<file path="config.mk">
export PLATFORM = sky130hd
export DESIGN_NAME = receptor_medida
export DESIGN_NICKNAME = d
export VERILOG_FILES = /design/src/rtl/receptor_medida.sv
export SDC_FILE = /design/constraint.sdc
export NUM_CORES = 1
export LEC_CHECK = 0
export CAP_MARGIN = 20
export CORE_AREA = 2 2 71 73
export CTS_BUF_LIST = sky130_fd_sc_hd__clkbuf_16
export DETAILED_ROUTE_END_ITERATION = 10
export DIE_AREA = 0 0 73 75
export GPL_TIMING_DRIVEN = 0
export HOLD_SLACK_MARGIN = 0.06
export PLACE_DENSITY = 0.85
export SYNTH_ARGS = -nofsm -noshare
export SYNTH_HDL_FRONTEND = slang
export SYNTH_SLANG_ARGS = --single-unit
</file>
<file path="constraint.sdc">
create_clock -name clock -period 3.2 [get_ports clock]
set_input_delay 0.64 -clock clock [delete_from_list [all_inputs] [get_ports clock]]
set_output_delay 0.64 -clock clock [all_outputs]
set_load 0.02 [all_outputs]
</file>
<file path="src/rtl/receptor_medida.sv">
// receptor_medida: 7O1 serial receiver for the range-finder link.
// Deserializes characters from entrada_serial, assembles a
// three-digit ASCII reading terminated by '#', and publishes it
// as 12-bit BCD on medida together with a one-cycle pronto strobe.
module receptor_medida #(
  parameter int BAUD_DIV = 434  // clock cycles per bit, must be >= 4
) (
  input  logic        clock,
  input  logic        reset,
  input  logic        entrada_serial,
  output logic [11:0] medida,
  output logic        pronto,
  output logic        erro_serial,
  output logic        erro_formato,
  output logic [3:0]  db_estado
);

  localparam int TW = $clog2(BAUD_DIV);
  // Last timer value of a full bit period and of the half-bit start delay.
  localparam logic [TW-1:0] C_FIM_BIT  = TW'(BAUD_DIV - 1);
  localparam logic [TW-1:0] C_MEIO_BIT = TW'(BAUD_DIV / 2 - 1);

  localparam logic [6:0] C_ASCII_0    = 7'h30;
  localparam logic [6:0] C_ASCII_9    = 7'h39;
  localparam logic [6:0] C_TERMINADOR = 7'h23;

  typedef enum logic [3:0] {
    OCIOSO   = 4'd0,
    INICIO   = 4'd1,
    DADOS    = 4'd2,
    PARIDADE = 4'd3,
    PARADA   = 4'd4,
    ENTREGA  = 4'd5
  } t_estado;

  // Line synchronizer
  logic r_sync1;
  logic r_sync2;
  logic w_rx;

  // Character receiver state
  t_estado       r_estado;
  t_estado       w_estado_next;
  logic [TW-1:0] r_timer;
  logic [TW-1:0] w_timer_next;
  logic [2:0]    r_bit_idx;
  logic [2:0]    w_bit_idx_next;
  logic [6:0]    r_dados;
  logic [6:0]    w_dados_next;
  logic          r_paridade;
  logic          w_paridade_next;
  logic          r_parada;
  logic          w_parada_next;
  // Cleared by a low stop bit; a new start bit is only accepted once
  // the line has been seen high again, so a break is not re-received.
  logic          r_armado;
  logic          w_armado_next;

  // Message assembler state
  logic [1:0]    r_slot;
  logic [1:0]    w_slot_next;
  logic [3:0]    r_cent;
  logic [3:0]    w_cent_next;
  logic [3:0]    r_dez;
  logic [3:0]    w_dez_next;
  logic [3:0]    r_uni;
  logic [3:0]    w_uni_next;

  // Registered outputs
  logic [11:0]   r_medida;
  logic [11:0]   w_medida_next;
  logic          r_pronto;
  logic          w_pronto_next;
  logic          r_erro_serial;
  logic          w_erro_serial_next;
  logic          r_erro_formato;
  logic          w_erro_formato_next;

  // Character classification
  logic w_char_ok;
  logic w_digito;
  logic w_terminador;

  assign w_rx = r_sync2;

  // Odd parity over data plus parity bit, and a high stop bit.
  assign w_char_ok    = (^{r_dados, r_paridade}) && r_parada;
  assign w_digito     = (r_dados >= C_ASCII_0) && (r_dados <= C_ASCII_9);
  assign w_terminador = (r_dados == C_TERMINADOR);

  // Two-flop synchronizer for the asynchronous serial line (idles high).
  always_ff @(posedge clock) begin
    if (reset) begin
      r_sync1 <= 1'b1;
      r_sync2 <= 1'b1;
    end else begin
      r_sync1 <= entrada_serial;
      r_sync2 <= r_sync1;
    end
  end

  // Next-state logic for the bit receiver and the message assembler.
  always_comb begin
    w_estado_next       = r_estado;
    w_timer_next        = r_timer + TW'(1);
    w_bit_idx_next      = r_bit_idx;
    w_dados_next        = r_dados;
    w_paridade_next     = r_paridade;
    w_parada_next       = r_parada;
    w_armado_next       = w_rx ? 1'b1 : r_armado;
    w_slot_next         = r_slot;
    w_cent_next         = r_cent;
    w_dez_next          = r_dez;
    w_uni_next          = r_uni;
    w_medida_next       = r_medida;
    w_pronto_next       = 1'b0;
    w_erro_serial_next  = 1'b0;
    w_erro_formato_next = 1'b0;

    case (r_estado)
      OCIOSO: begin
        w_timer_next = '0;
        if (!w_rx && r_armado) begin
          w_estado_next = INICIO;
        end
      end

      INICIO: begin
        // Re-check the start bit at mid-bit; a high level means a glitch.
        if (r_timer == C_MEIO_BIT) begin
          w_timer_next = '0;
          if (w_rx) begin
            w_estado_next = OCIOSO;
          end else begin
            w_estado_next  = DADOS;
            w_bit_idx_next = 3'd0;
          end
        end
      end

      DADOS: begin
        if (r_timer == C_FIM_BIT) begin
          w_timer_next = '0;
          w_dados_next = {w_rx, r_dados[6:1]};  // LSB arrives first
          if (r_bit_idx == 3'd6) begin
            w_estado_next = PARIDADE;
          end else begin
            w_bit_idx_next = r_bit_idx + 3'd1;
          end
        end
      end

      PARIDADE: begin
        if (r_timer == C_FIM_BIT) begin
          w_timer_next    = '0;
          w_paridade_next = w_rx;
          w_estado_next   = PARADA;
        end
      end

      PARADA: begin
        if (r_timer == C_FIM_BIT) begin
          w_timer_next  = '0;
          w_parada_next = w_rx;
          w_estado_next = ENTREGA;
          if (!w_rx) begin
            w_armado_next = 1'b0;
          end
        end
      end

      ENTREGA: begin
        w_timer_next  = '0;
        w_estado_next = OCIOSO;
        if (!w_char_ok) begin
          w_erro_serial_next = 1'b1;
          w_slot_next        = 2'd0;
        end else if (r_slot == 2'd3) begin
          if (w_terminador) begin
            w_medida_next = {r_cent, r_dez, r_uni};
            w_pronto_next = 1'b1;
          end else begin
            w_erro_formato_next = 1'b1;
          end
          w_slot_next = 2'd0;
        end else if (w_digito) begin
          case (r_slot)
            2'd0:    w_cent_next = r_dados[3:0];
            2'd1:    w_dez_next  = r_dados[3:0];
            default: w_uni_next  = r_dados[3:0];
          endcase
          w_slot_next = r_slot + 2'd1;
        end else begin
          // Includes an early '#': the next character starts a new message.
          w_erro_formato_next = 1'b1;
          w_slot_next         = 2'd0;
        end
      end

      default: begin
        w_estado_next = OCIOSO;
        w_timer_next  = '0;
      end
    endcase
  end

  // State register for receiver, assembler and registered outputs.
  always_ff @(posedge clock) begin
    if (reset) begin
      r_estado       <= OCIOSO;
      r_timer        <= '0;
      r_bit_idx      <= 3'd0;
      r_dados        <= 7'd0;
      r_paridade     <= 1'b0;
      r_parada       <= 1'b0;
      r_armado       <= 1'b1;
      r_slot         <= 2'd0;
      r_cent         <= 4'd0;
      r_dez          <= 4'd0;
      r_uni          <= 4'd0;
      r_medida       <= 12'h000;
      r_pronto       <= 1'b0;
      r_erro_serial  <= 1'b0;
      r_erro_formato <= 1'b0;
    end else begin
      r_estado       <= w_estado_next;
      r_timer        <= w_timer_next;
      r_bit_idx      <= w_bit_idx_next;
      r_dados        <= w_dados_next;
      r_paridade     <= w_paridade_next;
      r_parada       <= w_parada_next;
      r_armado       <= w_armado_next;
      r_slot         <= w_slot_next;
      r_cent         <= w_cent_next;
      r_dez          <= w_dez_next;
      r_uni          <= w_uni_next;
      r_medida       <= w_medida_next;
      r_pronto       <= w_pronto_next;
      r_erro_serial  <= w_erro_serial_next;
      r_erro_formato <= w_erro_formato_next;
    end
  end

  assign medida       = r_medida;
  assign pronto       = r_pronto;
  assign erro_serial  = r_erro_serial;
  assign erro_formato = r_erro_formato;
  assign db_estado    = r_estado;

endmodule

</file>
Yosys cells after proc, flatten, opt, wreduce, memory -nomap -nowiden

Cells that the tools add are included.

Add/sub/neg operators: 3
Multipliers: 0
Divide/modulo/power cells: 0
Magnitude comparators: 2
Eq/ne operators: 19
Shift operators: 0
Muxes and demuxes: 28
Bitwise logic cells: 4
Reduce and logical (&&, ||, !) cells: 22

Operator list:

| kind                | number |
|---|---|
| $mux 4              | 6 |
| $pmux 4 s5          | 1 |
| $reduce_and 5->1    | 4 |
| $mux 9              | 2 |
| $pmux 9 s2          | 1 |
| $ne 2x2->1 const B  | 8 |
| $mux 3              | 4 |
| $add 9x1->9 const B | 1 |
| $eq 9x8->1 const B  | 1 |
| $eq 9x9->1 const B  | 1 |
| $mux 1              | 9 |
| $eq 4x2->1 const B  | 2 |
| $eq 4x3->1 const B  | 2 |
| $mux 2              | 4 |
| $reduce_xor 8->1    | 1 |
| $eq 7x6->1 const B  | 1 |
| $ge 7x6->1 const B  | 1 |
| $le 7x6->1 const B  | 1 |
| $pmux 3 s2          | 1 |
| $reduce_and 2->1    | 3 |
| $reduce_and 6->1    | 1 |
| $reduce_or 3->1     | 2 |
| $eq 4x1->1 const B  | 1 |
| $logic_not 4->1     | 1 |
| other kinds (13)    | 19 |

Register bits: 57
Bits in latches: 0
Memory bits (writable): 0
Bits in read-only memories: 0
Input bits: 3
Output and inout port bits: 19
Word-level logic and storage cells: 95
Memories: 0

Logic depth before layout (Yosys ltp)

Word-level depth: 5
Depth in mapped cells: 8
Depth with buffers taken out: 7

Worst setup path after synthesis

Ideal clock, no wire load.

Path type: register to register
Start: register r_dados[1]
End: register r_medida[0] (netlist: medida[0])
Library setup time: 0.129 ns
Arrival time: 1.854 ns
Required time: 3.071 ns
Setup slack: 1.217 ns
Stages on the path, launching flop included: 8
Path buffers: 1
Period minus slack after synthesis: 1.983 ns
Path through: dfxtp_1 -> inv_1 -> ha_1 -> xnor2_1 -> xnor3_2 -> nand4_1 -> clkbuf_1 -> o21ai_0

Word-level cells in the longest chain between the ends: 3
Elaborated cells between the ends (all ways): 4
Those cells by class: eq/ne: 1; reduce/logical: 3

Ends and longest elaborated chain:

| what                           | line | RTL |
|---|---|---|
| from (decl)                    | 48   | `logic [6:0] r_dados;` |
| from (signal assigned)         | 229  | `r_dados <= w_dados_next;` |
| $reduce_xor 8->1               | 87   | `assign w_char_ok = (^{r_dados, r_paridade}) && r_parada;` |
| $logic_and 1x1->1              | 87   |  |
| $reduce_and 4->1 (no line) (*) | n/a  |  |
| to (signal assigned)           | 237  | `r_medida <= w_medida_next;` |
| to (decl)                      | 70   | `logic [11:0] r_medida;` |

Every way passes the cells marked *; elsewhere a longest branch is shown, timed or not.
A chain may end at the register's enable or synchronous reset.

Worst setup path after layout

Start: register r_dados[1]
End: register r_medida[3] (netlist: medida[3])

Same word-level chain as after synthesis.

==> results.cfg <==
[outcome]
outcome = finished clean

[power]
p_per_area_nw_per_um2 = 440
peakVddDrop_uv = 243
p_total_mw = 1.34
p_leak_nw = 1.15

[worst_setup_path]
path_cells = inv_1 -> ha_1 -> xnor2_1 -> xnor3_2 -> nand4_1 -> clkbuf_1 -> o21ai_0
max_stage_delay_ps = 440
critPathKind = reg2reg
slowest_stage = xnor3_2
required_ps = 3360
arrival_ps = 2690
cp_max_fo = 10
r2r_cells = 7
start_kind = register
critPathCaptureType = register
regToRegSetupSlack_ps = 680

[synth]
synthArstFlopShare = 0
synth_cell_types = 46
ys_seq_elements = 56
synth_area_um2 = 2630
synth_top_area_share = 0.426
synth_edf_count = 0
synth_cells = 271
synth.net_count = 287
ys_top_cells_by_count = dfxtp_1 (56), mux2i_1 (23), nor2_1 (23)
synthTopCellsByArea = dfxtp_1 (43%), mux2i_1 (8.8%), ha_1 (6.2%), nand2b_1 (5.2%), nand3b_1 (3.7%)
ys_seq_area_frac = 0.426
ys_warn_count = 0
yosysMostFrequentCell = dfxtp_1
postSynthAreaPerCell_um2 = 9.70
yosysTopAreaCell = dfxtp_1
synthFlopType = dfxtp_1

[clocking]
cts_tree = done
cts-root-buf = clkbuf_16
cts_resized = 0
clkSinkCount = 56
cts_buffers = 5
clock_latency_ps = 290
htree_levels = 2
clkTransAtPathRegs_ps = 70
ctsHoldBuffers = 0
clock_path_buffers = 2
cts_setup_buffers = 0

[sta]
layout_setup_ws_ps = 676
rsz0062_at_grt = false
slew_violations = 0
period_share = 0.789
min_period_ps = 2520
tns_ps = 0
maxSlewHeadroom = 0.666
finalClockSkew_ps = 5.16
worst_pin_slew_ps = 497
max_clock_freq_mhz = 396
finalHoldViolations = 0
setup_viol = 0

[detailed_routing]
ant_nets = 0
route.detailed.drc = 0
vias = 1984
wl_per_cell_um = 14.2
wirelength_um = 5000
drt-pass1-iter-count = 4
viasPerCell = 5.64
drtIter0Drc = 72

[place]
place.gp.congestion = 0.849
dpl.hpwl_um = 3580
preCtsSetupSlack_ps = 709
numPortBuffers = 19

[global_routing]
track_usage = 0.204
antenna_found_initial = 0
grt_pass1_wl_um = 8730
grt_overflow_total = 0
grt_start_max_net_pins = 17
grt_pass1_vias = 1931

[cells_and_area]
area_growth_pct = 16.0
num_antenna_cells = 0
regArea_um2 = 1120
multiInputGateArea_um2 = 1410
nets = 313
layout-drive-gt1-share = 0.0738
fillers = 367

[die]
core_area_um2 = 4660
dieArea_um2 = 5480
die_y_um = 75
start_util = 0.564
rows = 25
fp.dieW_um = 73
io_pins = 22

[min_path]
hp-class = reg2reg
hold-path-cell-count = 1

[job]
maxCapViolations = 0
==> cell type report <==
class | count | area share
tap | 54 | 0.0221
timing repair buffer | 19 | 0.0623
sequential | 56 | 0.367
inverter | 10 | 0.0123
buffer | 14 | 0.0201
clock inverter | 3 | 0.0127
multi-input combinational | 191 | 0.462
clock buffer | 5 | 0.0410
==> placed cells by master, fill, tap and decap left out, types with 2 or more instances in the layout <==
master            n
clkdlybuf4s50_1  19
nand2b_1         22
mux2i_1          23
and3_1            3
or3_1             3
or2_2             3
and3b_1           3
xor2_1            5
buf_2             4
nor3b_1           3
nand2_1           9
clkbuf_1          9
nor3_1            2
nor2b_1           3
ha_1             13
inv_1            11
nand4_1           6
a21o_1            2
nor4b_1           2
nor4_4            2
clkbuf_16         5
nand3b_1         13
nor2_1           23
xnor2_1           5
dfxtp_1          56
o21ai_0          14
a21oi_1           8
nand3_1           5
==> routing by layer <==
metal | GRT usage | wire length, um
met5 | 0 | 0
met4 | 0.0782 | 93
met3 | 0.0455 | 237
met2 | 0.337 | 2420
met1 | 0.260 | 2250
==> sequential cells by signal, indices dropped and copies added, names as in the netlist, 3 cells and up <==
name and count:
medida 12, r_timer 9, r_dados 7, r_cent 4, r_dez 4, r_uni 4, db_estado 3, r_bit_idx 3
==> report_power, final <==
part | internal (mW) | total [mW] | switching (mW)
Clock | 0.365 | 0.600 | 0.235
Combinational | 0.0175 | 0.0401 | 0.0226
Sequential | 0.699 | 0.702 | 0.00242
Total | 1.08 | 1.34 | 0.260
==> path summary, 6_finish.rpt <==
kind | to | from
min reg2reg | r_sync2$_SDFF_PP1_ | r_sync1$_SDFF_PP1_
max | medida[3]$_SDFFE_PP0P_ | r_dados[1]$_SDFFE_PP0P_
max reg2reg | medida[3]$_SDFFE_PP0P_ | r_dados[1]$_SDFFE_PP0P_
min | r_sync2$_SDFF_PP1_ | r_sync1$_SDFF_PP1_
==> logic make-up after synthesis <==
| logic type | share of synthesized area |
|---|---|
| buffers and inverters | 0.0376 |
| adders and majority gates | 0.0618 |
| muxes | 0.0875 |
| and+or+nand+nor | 0.265 |
| DFF | 0.426 |
| AOI/OAI and AO/OA | 0.0776 |
| other | 0.00143 |
| xor gates and xnor gates | 0.0423 |
==> metrics by stage <==
stage          cells  area (um2)  hold slack [ps]   util
6_report         352        3050              411  0.655
5_1_grt          352        3050              445  0.655
3_3_place_gp     344        2890              399  0.620
3_5_place_dp     344        2890              398  0.620
2_1_floorplan    271        2630              389      -
4_1_cts          352        3050              416  0.655
==> worst max-delay path, delay by kind of cell (launching register included) <==
| kind | cells | cell delay (ps) |
|---|---|---|
| compound gates | 1 | 160 |
| xor+xnor | 2 | 670 |
| fa+ha+maj | 1 | 310 |
| buf+inv | 2 | 490 |
| flops | 1 | 430 |
| simple gates | 1 | 330 |
Power figures use the tool's default switching activity.
